`config.mk`:
```
export PLATFORM = sky130hd
export DESIGN_NAME = lcd_hd44780_ctrl
export DESIGN_NICKNAME = d
export VERILOG_FILES = /design/src/rtl/lcd_hd44780_pkg.sv /design/src/rtl/lcd_hd44780_ctrl.sv
export SDC_FILE = /design/constraint.sdc
export NUM_CORES = 1
export LEC_CHECK = 0
export ABC_AREA = 1
export CORE_ASPECT_RATIO = 1.25
export CORE_MARGIN = 3
export CORE_UTILIZATION = 40
export CTS_CLUSTER_DIAMETER = 30
export DETAILED_ROUTE_END_ITERATION = 8
export GPL_ROUTABILITY_DRIVEN = 0
export PLACE_DENSITY = 0.56
export SETUP_SLACK_MARGIN = 0.5
export SYNTH_ARGS = -nofsm -noshare
export SYNTH_HDL_FRONTEND = slang
export SYNTH_SLANG_ARGS = --single-unit
export TNS_END_PERCENT = 50
```
`constraint.sdc`:
```
create_clock -name clk -period 2.7 [get_ports clk]
set_input_delay 0.405 -clock clk [delete_from_list [all_inputs] [get_ports clk]]
set_output_delay 0.405 -clock clk [all_outputs]
set_load 0.1 [all_outputs]
```
`src/rtl/lcd_hd44780_pkg.sv`:
```
// Shared types and constants for the HD44780 character-LCD controller:
// FSM state encoding, instruction bytes and the power-up init ROM.
package lcd_hd44780_pkg;

  typedef enum logic [2:0] {
    OFF       = 3'd0,
    PWR_WAIT  = 3'd1,
    INIT_LOAD = 3'd2,
    SETUP     = 3'd3,
    EN_HIGH   = 3'd4,
    HOLD      = 3'd5,
    EXEC_WAIT = 3'd6,
    IDLE      = 3'd7
  } lcd_state_e;

  localparam logic [7:0] LCD_CLEAR     = 8'h01;
  localparam logic [7:0] LCD_HOME      = 8'h02;
  localparam logic [7:0] LCD_FUNC_8B2L = 8'h38;
  localparam logic [7:0] LCD_ENTRY_INC = 8'h06;
  localparam logic [7:0] LCD_DISP_ON   = 8'h0C;
  localparam logic [7:0] LCD_DISP_OFF  = 8'h08;

  localparam int INIT_LEN   = 7;
  localparam int INIT_IDX_W = $clog2(INIT_LEN);

  // Entry 0 is the first byte written after power-up.
  localparam logic [INIT_LEN-1:0][7:0] INIT_ROM = {
    LCD_DISP_ON, LCD_ENTRY_INC, LCD_CLEAR, LCD_DISP_OFF,
    LCD_FUNC_8B2L, LCD_FUNC_8B2L, LCD_FUNC_8B2L
  };

  // Clear and return-home (0x03 decodes as home too) need the long execution wait.
  function automatic logic is_long_exec(input logic rs, input logic [7:0] b);
    return (rs == 1'b0) && ((b == LCD_CLEAR) || (b == LCD_HOME) || (b == 8'h03));
  endfunction

endpackage

```
`src/rtl/lcd_hd44780_ctrl.sv`:
```
// HD44780 write-only controller: runs the power-up init sequence, then turns
// single-byte valid/ready writes into timed RS/DATA/EN strobes.
import lcd_hd44780_pkg::*;

module lcd_hd44780_ctrl #(
  parameter int unsigned POWERUP_CYC   = 32'd1_000_000,
  parameter int unsigned SETUP_CYC     = 32'd4,
  parameter int unsigned EN_HIGH_CYC   = 32'd25,
  parameter int unsigned HOLD_CYC      = 32'd4,
  parameter int unsigned EXEC_CYC      = 32'd2_500,
  parameter int unsigned EXEC_LONG_CYC = 32'd100_000
) (
  input  logic       clk,
  input  logic       rst,
  input  logic       power_on,
  input  logic       cmd_valid,
  output logic       cmd_ready,
  input  logic       cmd_rs,
  input  logic [7:0] cmd_byte,
  output logic       init_done,
  output logic [7:0] lcd_data,
  output logic       lcd_rs,
  output logic       lcd_rw,
  output logic       lcd_en,
  output logic       lcd_on
);

  localparam int unsigned MAX_A   = (POWERUP_CYC > EXEC_LONG_CYC) ? POWERUP_CYC : EXEC_LONG_CYC;
  localparam int unsigned MAX_B   = (EXEC_CYC > EN_HIGH_CYC) ? EXEC_CYC : EN_HIGH_CYC;
  localparam int unsigned MAX_C   = (SETUP_CYC > HOLD_CYC) ? SETUP_CYC : HOLD_CYC;
  localparam int unsigned MAX_AB  = (MAX_A > MAX_B) ? MAX_A : MAX_B;
  localparam int unsigned MAX_CYC = (MAX_AB > MAX_C) ? MAX_AB : MAX_C;
  localparam int CNT_W = $clog2(MAX_CYC) + 1;

  localparam logic [CNT_W-1:0] CNT_ZERO = {CNT_W{1'b0}};
  localparam logic [CNT_W-1:0] CNT_ONE  = {{(CNT_W-1){1'b0}}, 1'b1};

  lcd_state_e              state_r, state_s;
  logic [CNT_W-1:0]        cnt_r, cnt_s, cnt_dec_s;
  logic [INIT_IDX_W-1:0]   init_idx_r, init_idx_s;
  logic                    lat_rs_r, lat_rs_s;
  logic [7:0]              lat_byte_r, lat_byte_s;
  logic                    lcd_en_r, lcd_on_r, lcd_rs_r, init_done_r, cmd_ready_r;
  logic [7:0]              lcd_data_r;
  logic                    lcd_rs_s, init_done_s;
  logic [7:0]              lcd_data_s;

  // Counter reload value for a state being entered: its duration minus one.
  function automatic logic [CNT_W-1:0] load_val(input lcd_state_e st, input logic long_exec);
    case (st)
      PWR_WAIT:  load_val = CNT_W'(POWERUP_CYC - 32'd1);
      SETUP:     load_val = CNT_W'(SETUP_CYC - 32'd1);
      EN_HIGH:   load_val = CNT_W'(EN_HIGH_CYC - 32'd1);
      HOLD:      load_val = CNT_W'(HOLD_CYC - 32'd1);
      EXEC_WAIT: load_val = long_exec ? CNT_W'(EXEC_LONG_CYC - 32'd1) : CNT_W'(EXEC_CYC - 32'd1);
      default:   load_val = CNT_ZERO;
    endcase
  endfunction

  // Next-state, write latch and timing-counter logic; power loss overrides everything.
  always_comb begin
    state_s    = state_r;
    init_idx_s = init_idx_r;
    lat_rs_s   = lat_rs_r;
    lat_byte_s = lat_byte_r;
    cnt_dec_s  = (cnt_r == CNT_ZERO) ? CNT_ZERO : (cnt_r - CNT_ONE);
    cnt_s      = cnt_dec_s;
    if (power_on == 1'b0) begin
      state_s    = OFF;
      init_idx_s = {INIT_IDX_W{1'b0}};
    end else begin
      case (state_r)
        OFF: begin
          state_s    = PWR_WAIT;
          init_idx_s = {INIT_IDX_W{1'b0}};
        end
        PWR_WAIT:  state_s = (cnt_r == CNT_ZERO) ? INIT_LOAD : PWR_WAIT;
        INIT_LOAD: begin
          lat_rs_s   = 1'b0;
          lat_byte_s = INIT_ROM[init_idx_r];
          state_s    = SETUP;
        end
        SETUP:     state_s = (cnt_r == CNT_ZERO) ? EN_HIGH : SETUP;
        EN_HIGH:   state_s = (cnt_r == CNT_ZERO) ? HOLD : EN_HIGH;
        HOLD:      state_s = (cnt_r == CNT_ZERO) ? EXEC_WAIT : HOLD;
        EXEC_WAIT: begin
          if (cnt_r != CNT_ZERO) begin
            state_s = EXEC_WAIT;
          end else if (init_done_r || (init_idx_r == INIT_IDX_W'(INIT_LEN - 1))) begin
            state_s = IDLE;
          end else begin
            state_s    = INIT_LOAD;
            init_idx_s = init_idx_r + {{(INIT_IDX_W-1){1'b0}}, 1'b1};
          end
        end
        IDLE: begin
          if (cmd_valid && cmd_ready_r) begin
            lat_rs_s   = cmd_rs;
            lat_byte_s = cmd_byte;
            state_s    = SETUP;
          end else begin
            state_s = IDLE;
          end
        end
        default: state_s = OFF;
      endcase
    end
    if (state_s != state_r) begin
      cnt_s = load_val(state_s, is_long_exec(lat_rs_s, lat_byte_s));
    end else begin
      cnt_s = cnt_dec_s;
    end
  end

  // Next values of the registered LCD bus; EXEC_WAIT keeps whatever was last driven.
  always_comb begin
    lcd_rs_s   = 1'b0;
    lcd_data_s = 8'h00;
    case (state_s)
      SETUP, EN_HIGH, HOLD: begin
        lcd_rs_s   = lat_rs_s;
        lcd_data_s = lat_byte_s;
      end
      EXEC_WAIT: begin
        lcd_rs_s   = lcd_rs_r;
        lcd_data_s = lcd_data_r;
      end
      default: begin
        lcd_rs_s   = 1'b0;
        lcd_data_s = 8'h00;
      end
    endcase
    if (state_s == OFF) begin
      init_done_s = 1'b0;
    end else begin
      init_done_s = init_done_r | (state_s == IDLE);
    end
  end

  // State, counter, latch and output registers.
  always_ff @(posedge clk or posedge rst) begin
    if (rst) begin
      state_r     <= OFF;
      cnt_r       <= CNT_ZERO;
      init_idx_r  <= {INIT_IDX_W{1'b0}};
      lat_rs_r    <= 1'b0;
      lat_byte_r  <= 8'h00;
      lcd_en_r    <= 1'b0;
      lcd_on_r    <= 1'b0;
      lcd_rs_r    <= 1'b0;
      lcd_data_r  <= 8'h00;
      init_done_r <= 1'b0;
      cmd_ready_r <= 1'b0;
    end else begin
      state_r     <= state_s;
      cnt_r       <= cnt_s;
      init_idx_r  <= init_idx_s;
      lat_rs_r    <= lat_rs_s;
      lat_byte_r  <= lat_byte_s;
      lcd_en_r    <= (state_s == EN_HIGH);
      lcd_on_r    <= (state_s != OFF);
      lcd_rs_r    <= lcd_rs_s;
      lcd_data_r  <= lcd_data_s;
      init_done_r <= init_done_s;
      cmd_ready_r <= (state_s == IDLE);
    end
  end

  assign cmd_ready = cmd_ready_r;
  assign init_done = init_done_r;
  assign lcd_data  = lcd_data_r;
  assign lcd_rs    = lcd_rs_r;
  assign lcd_rw    = 1'b0;
  assign lcd_en    = lcd_en_r;
  assign lcd_on    = lcd_on_r;

endmodule

```
==> run summary <==
Status = finished clean
Mapped Avg Cell Area = 7.822 µm²
Clk Latency, worst-skew pair = 0.30 ns
CTS Buffer Depth = 2
Crit path max fanout = 8
R2r startpoint = cnt_r[8]$_DFF_PP0_
Top-Level Pins = 27
Levels on crit path = 12
Detailed-route via count = 2581
Area added between synthesis and finish = 23.44%
Xor/xnor cell area share of the yosys netlist = 5.128%
CP endpoint = cnt_r[19]$_DFF_PP0_
Final number of hold-violating endpoints = 0
Unrepaired setup endpoints after global routing = yes
Clock transition at path regs = 0.10 ns
PD cells = 487.0 nW/µm²
CTS Buf Count = 5
Post-route design area = 3795 µm²
Maxcap violations = 0
Slowest cell on crit path = dfrtp_2
Worst slew pin tran = 0.6373 ns
IO Port Bufs = 25
WL/cell = 13.57 µm
DP Cell Count = 506
Gate count after technology mapping = 393
Delay-heaviest family, CP = simple AND/OR/NAND/NOR gates
Fin crit share = 78.99%
DIE HEIGHT = 104.0 µm
DRT antenna net count = 0
Worst Path Required = 2.90 ns
Largest family of logic cells by synthesized area = simple AND/OR/NAND/NOR gates
Overall Global Routing Usage = 17.02%
Syn_nets = 413
Hold Path Class = flop to flop
Post-Route WL = 7247 µm
Seq/Total Area, Yosys = 39.89%
Post-synthesis mux area share = 0%
Site Rows = 35
EDFF count, synth = 0
Compound-Gate Fraction of Synth Area = 2.808%
Critical Path AT = 2.33 ns
Core Region = 7401 µm²
Initial Util = 41.54%
Crit start category = flop
Synth unique cells = 33
Slack of the worst reg-to-reg path = 0.57 ns
CP dominant cell by count = nand2_4
Placed cell areas = 3369 µm²
Synth async-reset ratio = 100.0%
Non-filler cells, final = 534
Critical Path End Type = flop
Final nets = 461
Endpoints failing setup = 0
Drt first-iter violations = 110
Total congestion overflow = 0
Diodes inserted = 0
Mapped cell area = 3074 µm²
Share of layout cells above drive strength 1 = 28.73%
Detailed Routing Iterations Pass 1 = 4
Final Max Tran Viols = 0
Worst path max stage delay = 0.45 ns
Critical R2R Capture = cnt_r[19]$_DFF_PP0_
Buf+Inv Stages, Crit Path = 0
Leakage = 2.024 nW
Cts hold-fix bufs = 0
Detailed-route DRC error count = 0
TritonCTS clock tree = yes
Fin util = 51.28%
Vias per cell = 4.833
Critical-path cell list = nor2_4, nand2_2, nor2_4, nand3_4, a21oi_4, nand2_2, nand2_4, nor2_1, nor2_2, nand2_4, nand2_4, nand2_1
Slew margin rel. = 57.51%
Vias in the first global route = 2612
Wire length of the first global-routing pass = 12350 µm
CTS Root Cell = clkbuf_8
Worst Setup SP = cnt_r[8]$_DFF_PP0_
Die X = 84.41 µm
Prevailing post-synth register cell = dfrtp_1
Minimum clock period = 2.133 ns
#FFs+latches synth = 49
Filler cells = 712
Post-synthesis adder-cell area fraction = 2.849%
Critical path class = flop to flop
DP HPWL = 5205 µm
Skew final = 0.009483 ns
Reg2Reg Depth = 12
Antenna violations before repair = 0
Warnings, synthesis = 0
Sum Neg Setup Slack = 0 ns
Tot Pwr = 1.848 mW
Achievable Freq = 0.4689 GHz
Peak VDD IR = 0.0002136 V
Largest net degree at the start of global routing = 50
Die area = 8780 µm²
Simple logic cell fraction of the synthesized area = 41.60%
CTS sink count = 49
CTS H-Tree Depth = 2
## repair_timing
item                       4_1_cts  5_1_grt
buffers inserted                 6       13
pin swaps                        3       18
setup endpoints to repair       29       30
gates resized for setup          6       38
gates cloned                     0        1
## how the worst min path moves through the flow
stage,from,to,slack (ns),depth (start not counted)
2_1_floorplan,lat_rs_r$_DFF_PP0_,lat_rs_r$_DFF_PP0_,0.45,2
3_3_place_gp,lcd_data[2]$_DFFE_PP0P_,lcd_data[2]$_DFFE_PP0P_,0.47,2
3_5_place_dp,lcd_data[6]$_DFFE_PP0P_,lcd_data[6]$_DFFE_PP0P_,0.47,2
4_1_cts,lcd_data[3]$_DFFE_PP0P_,lcd_data[3]$_DFFE_PP0P_,0.49,2
5_1_grt,lcd_data[2]$_DFFE_PP0P_,lcd_data[2]$_DFFE_PP0P_,0.52,2
6_report,lcd_data[3]$_DFFE_PP0P_,lcd_data[3]$_DFFE_PP0P_,0.49,2
## flip-flops by register name, summed over array words and instances, names as in the netlist
signal and flops:
init_done 1, lat_rs_r 1, init_idx_r 3, state_r 3, cnt_r 21, lat_byte_r 8
lcd_en 1, lcd_data 8, lcd_rs 1, cmd_ready 1, lcd_on 1
## Yosys cell counts, drive strengths merged (5+ instances only)
master	count	share of area [%]
buf	6	1.9
dfrtp	49	40
ha	7	2.8
inv	40	4.9
nand2	155	23
nand3	28	5.6
nand4	8	2.1
nor2	54	9.4
nor3	5	0.81
o21ai	9	1.5
xor2	14	4.0
## power breakdown
group | internal (mW) | switching, mW
combinational | 0.223 | 0.325
clock | 0.184 | 0.249
sequential | 0.798 | 0.0696
total | 1.21 | 0.643
## cell families (layout without fill, tap and decap cells)
kind of cell | count (synthesis) | in the layout
simple gates | 253 | 254
buf+inv | 50 | 98
flops | 49 | 49
xor+xnor | 18 | 18
compound gates | 15 | 15
fa+ha+maj | 7 | 7
other cells | 1 | 1
## worst register-to-register path, cell delays in order (launching register included)
cell and delay (ns):
dfrtp_2 0.45, nor2_4 0.17, nand2_2 0.09, nor2_4 0.22, nand3_4 0.15, a21oi_4 0.20
nand2_2 0.10, nand2_4 0.11, nor2_1 0.07, nor2_2 0.16, nand2_4 0.12, nand2_4 0.13
nand2_1 0.06
## area by class of cell
type                            instances  area (µm²)  share of cell area, %
Inverter                               40       150.1                  3.956
Tap cell                               92       115.1                  3.033
Sequential cell                        49        1231                  32.44
Clock buffer                            7       76.32                  2.011
Timing Repair Buffer                   50       425.4                  11.21
Multi-Input combinational cell        295        1789                  47.15
Clock inverter                          1       7.507                 0.1978
## stage by stage
| step | setup slack (ns) | hold WS (ns) |
|---|---|---|
| detailed placement | 0.2980 | 0.4701 |
| global route | 0.4464 | 0.5168 |
| global placement | 0.3332 | 0.4655 |
| finish | 0.5673 | 0.4898 |
| floorplan | 0.6228 | 0.4518 |
| CTS | 0.5122 | 0.4950 |
## placed cells by master, fill, tap and decap left out, drive strengths merged, types with 5 or more instances in the layout
| master | Yosys | layout |
|---|---|---|
| nor2 | 54 | 54 |
| nand3 | 28 | 28 |
| dfrtp | 49 | 49 |
| clkdlybuf4s50 | 0 | 12 |
| ha | 7 | 7 |
| o21ai | 9 | 9 |
| buf | 6 | 38 |
| nor3 | 5 | 5 |
| nand2 | 155 | 156 |
| inv | 40 | 40 |
| xor2 | 14 | 14 |
| nand4 | 8 | 8 |
| clkbuf | 4 | 7 |
## metal layers
metal | global-route usage (%) | vias to the layer above | part of all wire, %
li1 | - | 1304 | -
met1 | 21.35 | 1218 | 43
met2 | 30.25 | 48 | 53
met3 | 2.298 | 11 | 2.7
met4 | 4.864 | 0 | 1.7
met5 | 0 | - | 0
No activity file was read; power rests on OpenSTA's default activity.
